File: config.mk
export PLATFORM = sky130hd
export DESIGN_NAME = act_lut_fetch
export DESIGN_NICKNAME = d
export VERILOG_FILES = /design/src/rtl/act_lut_fetch.sv
export SDC_FILE = /design/constraint.sdc
export NUM_CORES = 1
export LEC_CHECK = 0
export BUFFER_PORTS_ARGS = -buffer_cell sky130_fd_sc_hd__buf_2
export CORE_ASPECT_RATIO = 2
export CORE_UTILIZATION = 30
export CTS_CLUSTER_DIAMETER = 40
export DETAILED_ROUTE_END_ITERATION = 16
export PLACE_DENSITY_LB_ADDON = 0.25
export SLEW_MARGIN = 10
export SYNTH_ARGS = -nofsm -noshare
export SYNTH_HDL_FRONTEND = slang
export SYNTH_SLANG_ARGS = --single-unit
File: constraint.sdc
create_clock -name clk -period 2.3 [get_ports clk]
set_input_delay 0.46 -clock clk [delete_from_list [all_inputs] [get_ports clk]]
set_output_delay 0.46 -clock clk [all_outputs]
set_load 0.01 [all_outputs]
File: src/rtl/act_lut_fetch.sv
// Activation-table fetch stage: splits a signed fixed-point sample into a table index
// and a fraction, then returns the two neighbouring entries through a 2-stage valid/ready pipe.
module act_lut_fetch #(
    parameter int DATA_W = 8,
    parameter int FRAC_W = 4
) (
    input  logic                     clk,
    input  logic                     rst,
    input  logic signed [DATA_W-1:0] in_x,
    input  logic                     in_valid,
    output logic                     in_ready,
    input  logic                     wr_en,
    input  logic [DATA_W-FRAC_W-1:0] wr_addr,
    input  logic signed [DATA_W-1:0] wr_data,
    output logic signed [DATA_W-1:0] base,
    output logic signed [DATA_W-1:0] next_data,
    output logic [DATA_W-1:0]        remaining,
    output logic                     out_valid,
    input  logic                     out_ready
);

    localparam int IDX_W   = DATA_W - FRAC_W;
    localparam int ENTRIES = 2 ** IDX_W;
    localparam logic [IDX_W-1:0] IDX_HALF = IDX_W'(1) << (IDX_W - 1);
    localparam logic [IDX_W-1:0] IDX_LAST = {IDX_W{1'b1}};

    // Offsetting the integer part by half the table is the same as flipping its sign bit.
    function automatic logic [IDX_W-1:0] f_index(input logic signed [DATA_W-1:0] x);
        logic [IDX_W-1:0] hi;
        hi = x[DATA_W-1:FRAC_W];
        return hi ^ IDX_HALF;
    endfunction

    function automatic logic [IDX_W-1:0] f_sat_next(input logic [IDX_W-1:0] idx);
        return (idx == IDX_LAST) ? idx : idx + IDX_W'(1);
    endfunction

    function automatic logic [DATA_W-1:0] f_zext_frac(input logic [FRAC_W-1:0] frac);
        return {{(DATA_W-FRAC_W){1'b0}}, frac};
    endfunction

    logic signed [DATA_W-1:0] r_table [ENTRIES];

    logic                     r_vld_p1;
    logic [IDX_W-1:0]         r_idx_p1;
    logic [IDX_W-1:0]         r_nidx_p1;
    logic [FRAC_W-1:0]        r_frac_p1;

    logic                     r_vld_p2;
    logic signed [DATA_W-1:0] r_base_p2;
    logic signed [DATA_W-1:0] r_next_p2;
    logic [DATA_W-1:0]        r_rem_p2;

    logic w_adv1;
    logic w_adv2;
    logic w_in_xfer;

    assign w_adv2    = !r_vld_p2 || out_ready;
    assign w_adv1    = !r_vld_p1 || w_adv2;
    assign w_in_xfer = in_valid && w_adv1;
    assign in_ready  = w_adv1;

    // Stage-2 reads below sample the table before this edge's write lands.
    always_ff @(posedge clk) begin
        if (rst) begin
            for (int i = 0; i < ENTRIES; i++) begin
                r_table[i] <= '0;
            end
        end else if (wr_en) begin
            r_table[wr_addr] <= wr_data;
        end
    end

    // Stage 1: index split
    always_ff @(posedge clk) begin
        if (rst) begin
            r_vld_p1 <= 1'b0;
        end else if (w_adv1) begin
            r_vld_p1 <= w_in_xfer;
        end
    end

    always_ff @(posedge clk) begin
        if (w_adv1) begin
            r_idx_p1  <= f_index(in_x);
            r_nidx_p1 <= f_sat_next(f_index(in_x));
            r_frac_p1 <= in_x[FRAC_W-1:0];
        end
    end

    // Stage 2: table fetch into output registers
    always_ff @(posedge clk) begin
        if (rst) begin
            r_vld_p2  <= 1'b0;
            r_base_p2 <= '0;
            r_next_p2 <= '0;
            r_rem_p2  <= '0;
        end else if (w_adv2) begin
            r_vld_p2  <= r_vld_p1;
            r_base_p2 <= r_table[r_idx_p1];
            r_next_p2 <= r_table[r_nidx_p1];
            r_rem_p2  <= f_zext_frac(r_frac_p1);
        end
    end

    assign out_valid = r_vld_p2;
    assign base      = r_base_p2;
    assign next_data = r_next_p2;
    assign remaining = r_rem_p2;

endmodule

==> metrics.md, run 1 <==
| Metric | Value |
|---|---|
| H-Tree Depth | `4` |
| Switch share | `about a quarter` |
| Final GP Congestion | `between 0.8 and 0.9` |
| Vias in the first global route | `5,356` |
| Warning count from the yosys run | `0` |
| Synthesized area | `roughly 8200 um2` |
| Clk_lat worst skew | `0.44 ns` |
| Row count | `85` |
| Synth top area cells | `edfxtp_1 (51%), mux4_2 (10%), and2_1 (9.8%), mux4_1 (7.0%), dfxtp_1 (5.4%)` |
| Setup clock skew after layout | `roughly 0.011 ns` |
| Worst path max stage delay | `0.58 ns` |
| Number of antenna violations at the first check in global routing | `0` |
| CTS max path bufs | `2` |
| Number of flops mapped to enable cells by yosys | `140` |
| VDD IR max | `~470 uV` |
| CTS Buf Count | `17` |
| #FFs+latches synth | `~160` |
| Via density | `between 5 and 6` |
| Register area | `approximately 4600 um2` |
| Clock slew at reported path FFs | `0.06 ns` |
| Fin. max-slew vios | `0` |
| Status | `complete, no violations` |
| R2R depth | `5` |
| Final core utilization | `between 30% and 40%` |
| Seq/Total Area, Yosys | `56.6%` |
| Hold Crit Endpoint | `r_frac_p1[3]$_DFFE_PP_` |
| Power density of the placed cells | `736 nW/um2` |
| Synth Flop Type | `edfxtp_1` |
| Starting density of the core | `30.5%` |
| WHS Path Cells | `1` |
| Overflow after GRT | `0` |
| RSZ-0062 raised after global routing | `false` |
| Hold-fix buffers, CTS | `0` |
| Slew HR | `around 52%` |
| Pint | `5.22 mW` |
| Wirelength per Cell | `24.1 um` |
| R2r endpoint | `base[5]$_SDFFE_PP0P_` |
| Worst setup EP type | `flip-flop` |
| GRT met3 Usage | `roughly 3.0%` |
| Synth unique cells | `35` |
| Met2 GRT Util | `between 30% and 40%` |
| CP arrival | `2.34 ns` |
| Final Hold Fails | `0` |
| Hold Path Class | `input pin to flip-flop` |
| Area leader, netlist | `edfxtp_1` |
| NetSw | `between 1.5 and 2 mW` |
| Max Clock Freq | `approximately 500 MHz` |
| Ports | `just over 50` |
| Remaining DRCs | `0` |
| Largest net degree at the start of global routing | `37` |
| Sequential share of power | `approximately half` |
| Via count | `5,053` |
| # Post-CTS Setup Buffers | `0` |
| Core area | `26,900 um2` |
| Critical Path Source Type | `flip-flop` |
| Count leader, synth | `edfxtp_1` |
| Area of the multi-input gates | `approximately 3300 um2` |
| Nets | `659` |
| Die area | `~28,000 um2` |
| Synth top area share | `about 51%` |
| CP required | `about 2.6 ns` |
| Antenna viol nets, final | `0` |
| Slowest-stage cell, CP | `mux4_1` |
| GR Layer Usage met1 | `16.3%` |
| Inserted Diodes | `0` |
| DR pass1 iterations | `5` |
| Max Cap Violations | `0` |
| CTS tree | `built` |
| First-pass GRT wire length | `between 30 and 40 mm` |
| CP cell instances | `buf_12, mux4_1, mux2i_1, nor2_1, a211o_1` |
| DP HPWL | `around 17 mm` |
| Tot GR Track Use | `between 15 and 20%` |
| Final-layout fill cell count | `2,566` |
| Initial drt markers | `roughly 260` |
| Crit path max fanout | `29` |
| Gr busiest metal | `met2` |
| HP Start | `in_x[3]` |
| Tcrit/Tclk final | `87.8%` |
| Clock Sinks | `roughly 160` |
| Tightest Pin Transition | `a little over 0.7 ns` |
| Layout area overhead | `16.7%` |
| Die width | `119 um` |
| Crit Path Category | `flip-flop to flip-flop` |
| Drt total wl | `about 24 mm` |
| Final setup viols | `0` |
| Commonest cells in the netlist | `edfxtp_1 (140), and2_1 (128), nor2_1 (46), mux4_2 (38), mux2i_1 (32)` |
| Critical register-to-register path startpoint | `r_idx_p1[0]$_DFFE_PP_` |
| Asr flop ratio synth | `0%` |
| Syn Inst Count | `between 500 and 600` |
| Clock share of power | `about 38%` |
| Layout cell share with drive strength beyond 1 | `roughly 26%` |
| Root buffer cell | `clkbuf_16` |
| Number of port buffers | `46` |
| Tmin final | `between 2 and 2.5 ns` |
| Syn Area/Cell | `approximately 15 um2` |
| Resized Gates After CTS | `0` |
| Logic pwr share | `about 13%` |
| Die H | `~240 um` |
| Setup TNS | `0 ns` |
| Register-to-register setup slack | `approximately 0.28 ns` |
| Leakage Power | `~3.6 nW` |
layout make-up:
type,count,area share (%)
Tap cell,348,4.55
Clock inverter,13,1.10
Inverter,2,0.0784
Timing Repair Buffer,91,6.46
Multi-Input combinational cell,359,34.7
Clock buffer,19,4.63
Sequential cell,162,48.5
worst max-delay path: cells and delay by family (launching register included):
family | cells | cell delay, ns
mux | 2 | 0.81
simple gates | 1 | 0.15
compound gates | 1 | 0.30
flops | 1 | 0.38
buf+inv | 1 | 0.23
stage by stage:
step	hold slack (ns)	std cells	cell area, um2	setup WS (ns)	power [mW]
2_1_floorplan	0.463	561	8220	0.402	4.09
3_3_place_gp	0.448	962	9030	0.101	4.45
3_5_place_dp	0.449	962	9030	0.111	4.47
4_1_cts	0.180	994	9570	0.249	7.11
5_1_grt	0.182	994	9570	0.200	7.27
6_report	0.198	994	9570	0.281	7.05
logic make-up after synthesis:
group	count (synthesis)	synth area share (%)
compound gates	43	3.66
xor+xnor	1	0.107
fa+ha+maj	1	0.152
buf+inv	40	3.06
flops	162	56.6
mux	95	21.8
other cells	1	0.0457
simple gates	215	14.6
sequential cells by signal (all words and copies together) (netlist names):
name and cells:
r_nidx_p1 4, r_frac_p1 4, r_idx_p1 4, base 8, out_valid 1, next_data 8, r_table 128, r_vld_p1 1
remaining 4
worst max-delay path by stage:
stage / depth (start not counted) / slack (ns) / end / start
floorplan: 3 / 0.40 / r_table[3][0]$_SDFFCE_PN0P_ / wr_addr[3]
global route: 6 / 0.20 / base[5]$_SDFFE_PP0P_ / r_idx_p1[0]$_DFFE_PP_
global placement: 5 / 0.10 / r_table[9][2]$_SDFFCE_PN0P_ / rst
finish: 5 / 0.28 / base[5]$_SDFFE_PP0P_ / r_idx_p1[0]$_DFFE_PP_
CTS: 5 / 0.25 / base[5]$_SDFFE_PP0P_ / r_idx_p1[0]$_DFFE_PP_
detailed placement: 5 / 0.11 / r_table[9][1]$_SDFFCE_PN0P_ / rst
placed cells by master, fill, tap and decap left out, types with 6 or more instances in the layout:
cell type     n
a21oi_1       8
mux2i_1      32
clkbuf_16    17
a211o_1      14
nand2_1      11
o21ai_0      12
mux4_1       22
clkinvlp_4    6
buf_4        41
and2_1      128
mux4_2       38
edfxtp_1    140
buf_2        46
dfxtp_1      22
nor2_1       46
routing by layer:
metal | routed length (um) | up-vias | part of all wire (%)
li1 | - | 2271 | -
met1 | 8120 | 2568 | 34
met2 | 13600 | 152 | 57
met3 | 759 | 62 | 3.2
met4 | 1480 | 0 | 6.2
met5 | 0 | - | 0
power by group through the flow:
stage	Clock, mW	Sequential, mW	Combinational (mW)
global placement	0	3.56	0.889
global route	2.81	3.53	0.935
floorplan	0	3.52	0.565
detailed placement	0	3.57	0.898
finish	2.66	3.51	0.887
CTS	2.71	3.51	0.900
(Power assumes the default switching activity.)
==> run 2, diff against run 1 <==
- CORE_UTILIZATION: 30 -> 61
==> run 2 against run 1 <==
Against the previous run:
- the run now ends with DRC left
- final area shrank 2.9%
- clock power is 5% lower
- critical path depth stayed put
- via count is 4.6% higher
- fmax is 2.3% lower
- critical path type unchanged
==> metrics.md, run 2 (synthesis results as in run 1) <==
| Metric | Value |
|---|---|
| DR pass1 iterations | `11 (was 5)` |
| Overflow after GRT | `0 (unchanged)` |
| DP HPWL | `15.0 mm (was 17.3 mm)` |
| Failing checks | `DRC` |
| Final Hold Fails | `0 (unchanged)` |
| Slowest-stage cell, CP | `mux4_1 (unchanged)` |
| Resized Gates After CTS | `0 (unchanged)` |
| Via density | `6.64 (was 5.08)` |
| CP required | `2.62 ns (about the same)` |
| Remaining DRCs | `6 (was 0)` |
| Die area | `13,900 um2 (was 28,100 um2)` |
| Drt total wl | `21.7 mm (was 23.9 mm)` |
| Power density of the placed cells | `743 nW/um2 (was 736 nW/um2)` |
| Setup TNS | `0 ns (unchanged)` |
| Setup slack after layout | `0.235 ns (was 0.281 ns)` |
| # Post-CTS Setup Buffers | `0 (unchanged)` |
| Die width | `84.0 um (was 119 um)` |
| Register-to-register setup slack | `0.23 ns (was 0.28 ns)` |
| WP buf/inv | `1 (unchanged)` |
| Tot GR Track Use | `33.4% (was 17.7%)` |
| DP Worst Slack | `0.234 ns (was 0.111 ns)` |
| CP arrival | `2.38 ns (was 2.34 ns)` |
| Final-layout fill cell count | `851 (was 2,566)` |
| Starting density of the core | `62.8% (was 30.5%)` |
| Wirelength per Cell | `27.3 um (was 24.1 um)` |
| Max Clock Freq | `484 MHz (was 495 MHz)` |
| H-Tree Depth | `4 (unchanged)` |
| Status | `finished, violations left (was complete, no violations)` |
| Largest Register | `r_table (unchanged)` |
| CTS Buf Count | `17 (unchanged)` |
| Critical register-to-register path startpoint | `r_idx_p1[0]$_DFFE_PP_ (unchanged)` |
| Tmin final | `2.07 ns (was 2.02 ns)` |
| Number of antenna violations at the first check in global routing | `0 (unchanged)` |
| Hold-fix buffers, CTS | `0 (unchanged)` |
| Nets | `657 (was 659)` |
| VDD IR max | `842 uV (was 471 uV)` |
| Antenna viol nets, final | `0 (unchanged)` |
| Layout area overhead | `13.3% (was 16.7%)` |
| Max Cap Violations | `0 (unchanged)` |
| Setup clock skew after layout | `0.00890 ns (was 0.0113 ns)` |
| HP Start | `in_x[1] (was in_x[3])` |
| Tcrit/Tclk final | `89.8% (was 87.8%)` |
| Hold Crit Endpoint | `r_frac_p1[1]$_DFFE_PP_ (was r_frac_p1[3]$_DFFE_PP_)` |
| Crit path max fanout | `13 (was 29)` |
| Clock slew at reported path FFs | `0.06 ns (about the same)` |
| Gate family responsible for the most delay along the worst path | `multiplexers (unchanged)` |
| Inserted Diodes | `0 (unchanged)` |
| Slew HR | `50.5% (was 52.2%)` |
| Clk_lat worst skew | `0.43 ns (was 0.44 ns)` |
| RSZ-0062 raised after global routing | `false (unchanged)` |
| Critical Path Source Type | `flip-flop (unchanged)` |
| Worst setup EP type | `flip-flop (unchanged)` |
| Number of port buffers | `46 (unchanged)` |
| CP cell instances | `buf_12, mux4_1, mux2i_1, nor2_1, a211o_1 (unchanged)` |
| Row count | `59 (was 85)` |
| First-pass GRT wire length | `32.6 mm (was 34.4 mm)` |
| Commonest non-fill, non-tap cells in the layout | `edfxtp_1 (140), and2_1 (128), nor2_1 (46), buf_2 (46) (was edfxtp_1 (140), and2_1 (128), nor2_1 (46), buf_2 (46), buf_4 (41))` |
| Largest net degree at the start of global routing | `35 (was 37)` |
| Fin. max-slew vios | `0 (unchanged)` |
| Vias in the first global route | `5,436 (was 5,356)` |
| Crit Path Category | `flip-flop to flip-flop (unchanged)` |
| Root buffer cell | `clkbuf_16 (unchanged)` |
| WHS Path Cells | `1 (unchanged)` |
| R2R depth | `5 (unchanged)` |
| Worst path max stage delay | `0.57 ns (was 0.58 ns)` |
| Layout cell share with drive strength beyond 1 | `25.0% (was 25.9%)` |
| CTS max path bufs | `2 (unchanged)` |
| Tightest Pin Transition | `0.740 ns (was 0.714 ns)` |
| Leakage Power | `3.60 nW (was 3.63 nW)` |
| CTS tree | `built (unchanged)` |
| Initial drt markers | `533 (was 263)` |
| Final GP Congestion | `0.928 (was 0.817)` |
| Via count | `5,286 (was 5,053)` |
| Hold Path Class | `input pin to flip-flop (unchanged)` |
| Largest register FFs | `128 (unchanged)` |
| Core area | `13,100 um2 (was 26,900 um2)` |
| Die H | `166 um (was 236 um)` |
| Final core utilization | `71.2% (was 35.6%)` |
| R2r endpoint | `base[4]$_SDFFE_PP0P_ (was base[5]$_SDFFE_PP0P_)` |
| Final setup viols | `0 (unchanged)` |
| Ports | `51 (unchanged)` |
| Clock Sinks | `162 (unchanged)` |
| Commonest non-fill, non-tap cell in the layout | `edfxtp_1 (unchanged)` |
==> run 2: how the worst max path moves through the flow <==
| stage | startpoint | endpoint | slack, ns | cells after the start |
|---|---|---|---|---|
| 6_report | r_idx_p1[0]$_DFFE_PP_ | base[4]$_SDFFE_PP0P_ | 0.23 | 5 |
| 5_1_grt | r_nidx_p1[2]$_DFFE_PP_ | next_data[1]$_SDFFE_PP0P_ | 0.21 | 5 |
| 4_1_cts | r_idx_p1[0]$_DFFE_PP_ | base[3]$_SDFFE_PP0P_ | 0.27 | 6 |
| 3_5_place_dp | rst | r_table[3][2]$_SDFFCE_PN0P_ | 0.23 | 5 |
| 3_3_place_gp | rst | r_table[15][6]$_SDFFCE_PN0P_ | 0.28 | 5 |
| 2_1_floorplan | wr_addr[3] | r_table[3][0]$_SDFFCE_PN0P_ | 0.40 | 3 |
==> run 2: power breakdown <==
part	leakage [nW]	switching (mW)	internal, mW
clock network	0.226	1.15	1.38
logic	1.85	0.459	0.416
registers	1.53	0.124	3.39
==> run 2: final cells by class <==
cell class / count / area (um2) / area share (%)
Clock inverter: 12 / 85.1 / 0.915
Inverter: 2 / 7.51 / 0.0807
Clock buffer: 20 / 437 / 4.70
Sequential cell: 162 / 4640 / 49.9
Tap cell: 152 / 190 / 2.04
Multi-Input combinational cell: 359 / 3320 / 35.7
Timing Repair Buffer: 89 / 616 / 6.62
==> run 2: per-stage QoR <==
step	hold WS (ns)	total power, mW	area, um2	instances
after floorplan	0.463	4.09	8220	561
after global placement	0.438	4.40	8780	764
after detailed placement	0.444	4.44	8780	764
after CTS	0.196	6.92	9300	796
after global routing	0.197	7.10	9300	796
final	0.208	6.91	9300	796
==> run 2: metal layers <==
metal | vias to the layer above | global-route usage [%] | routed length [um]
met3 | 64 | 5.62 | 1440
met2 | 312 | 59.1 | 11700
met1 | 2638 | 36.7 | 7240
met4 | 0 | 21.1 | 1270
li1 | 2272 | - | -
met5 | - | 0 | 0
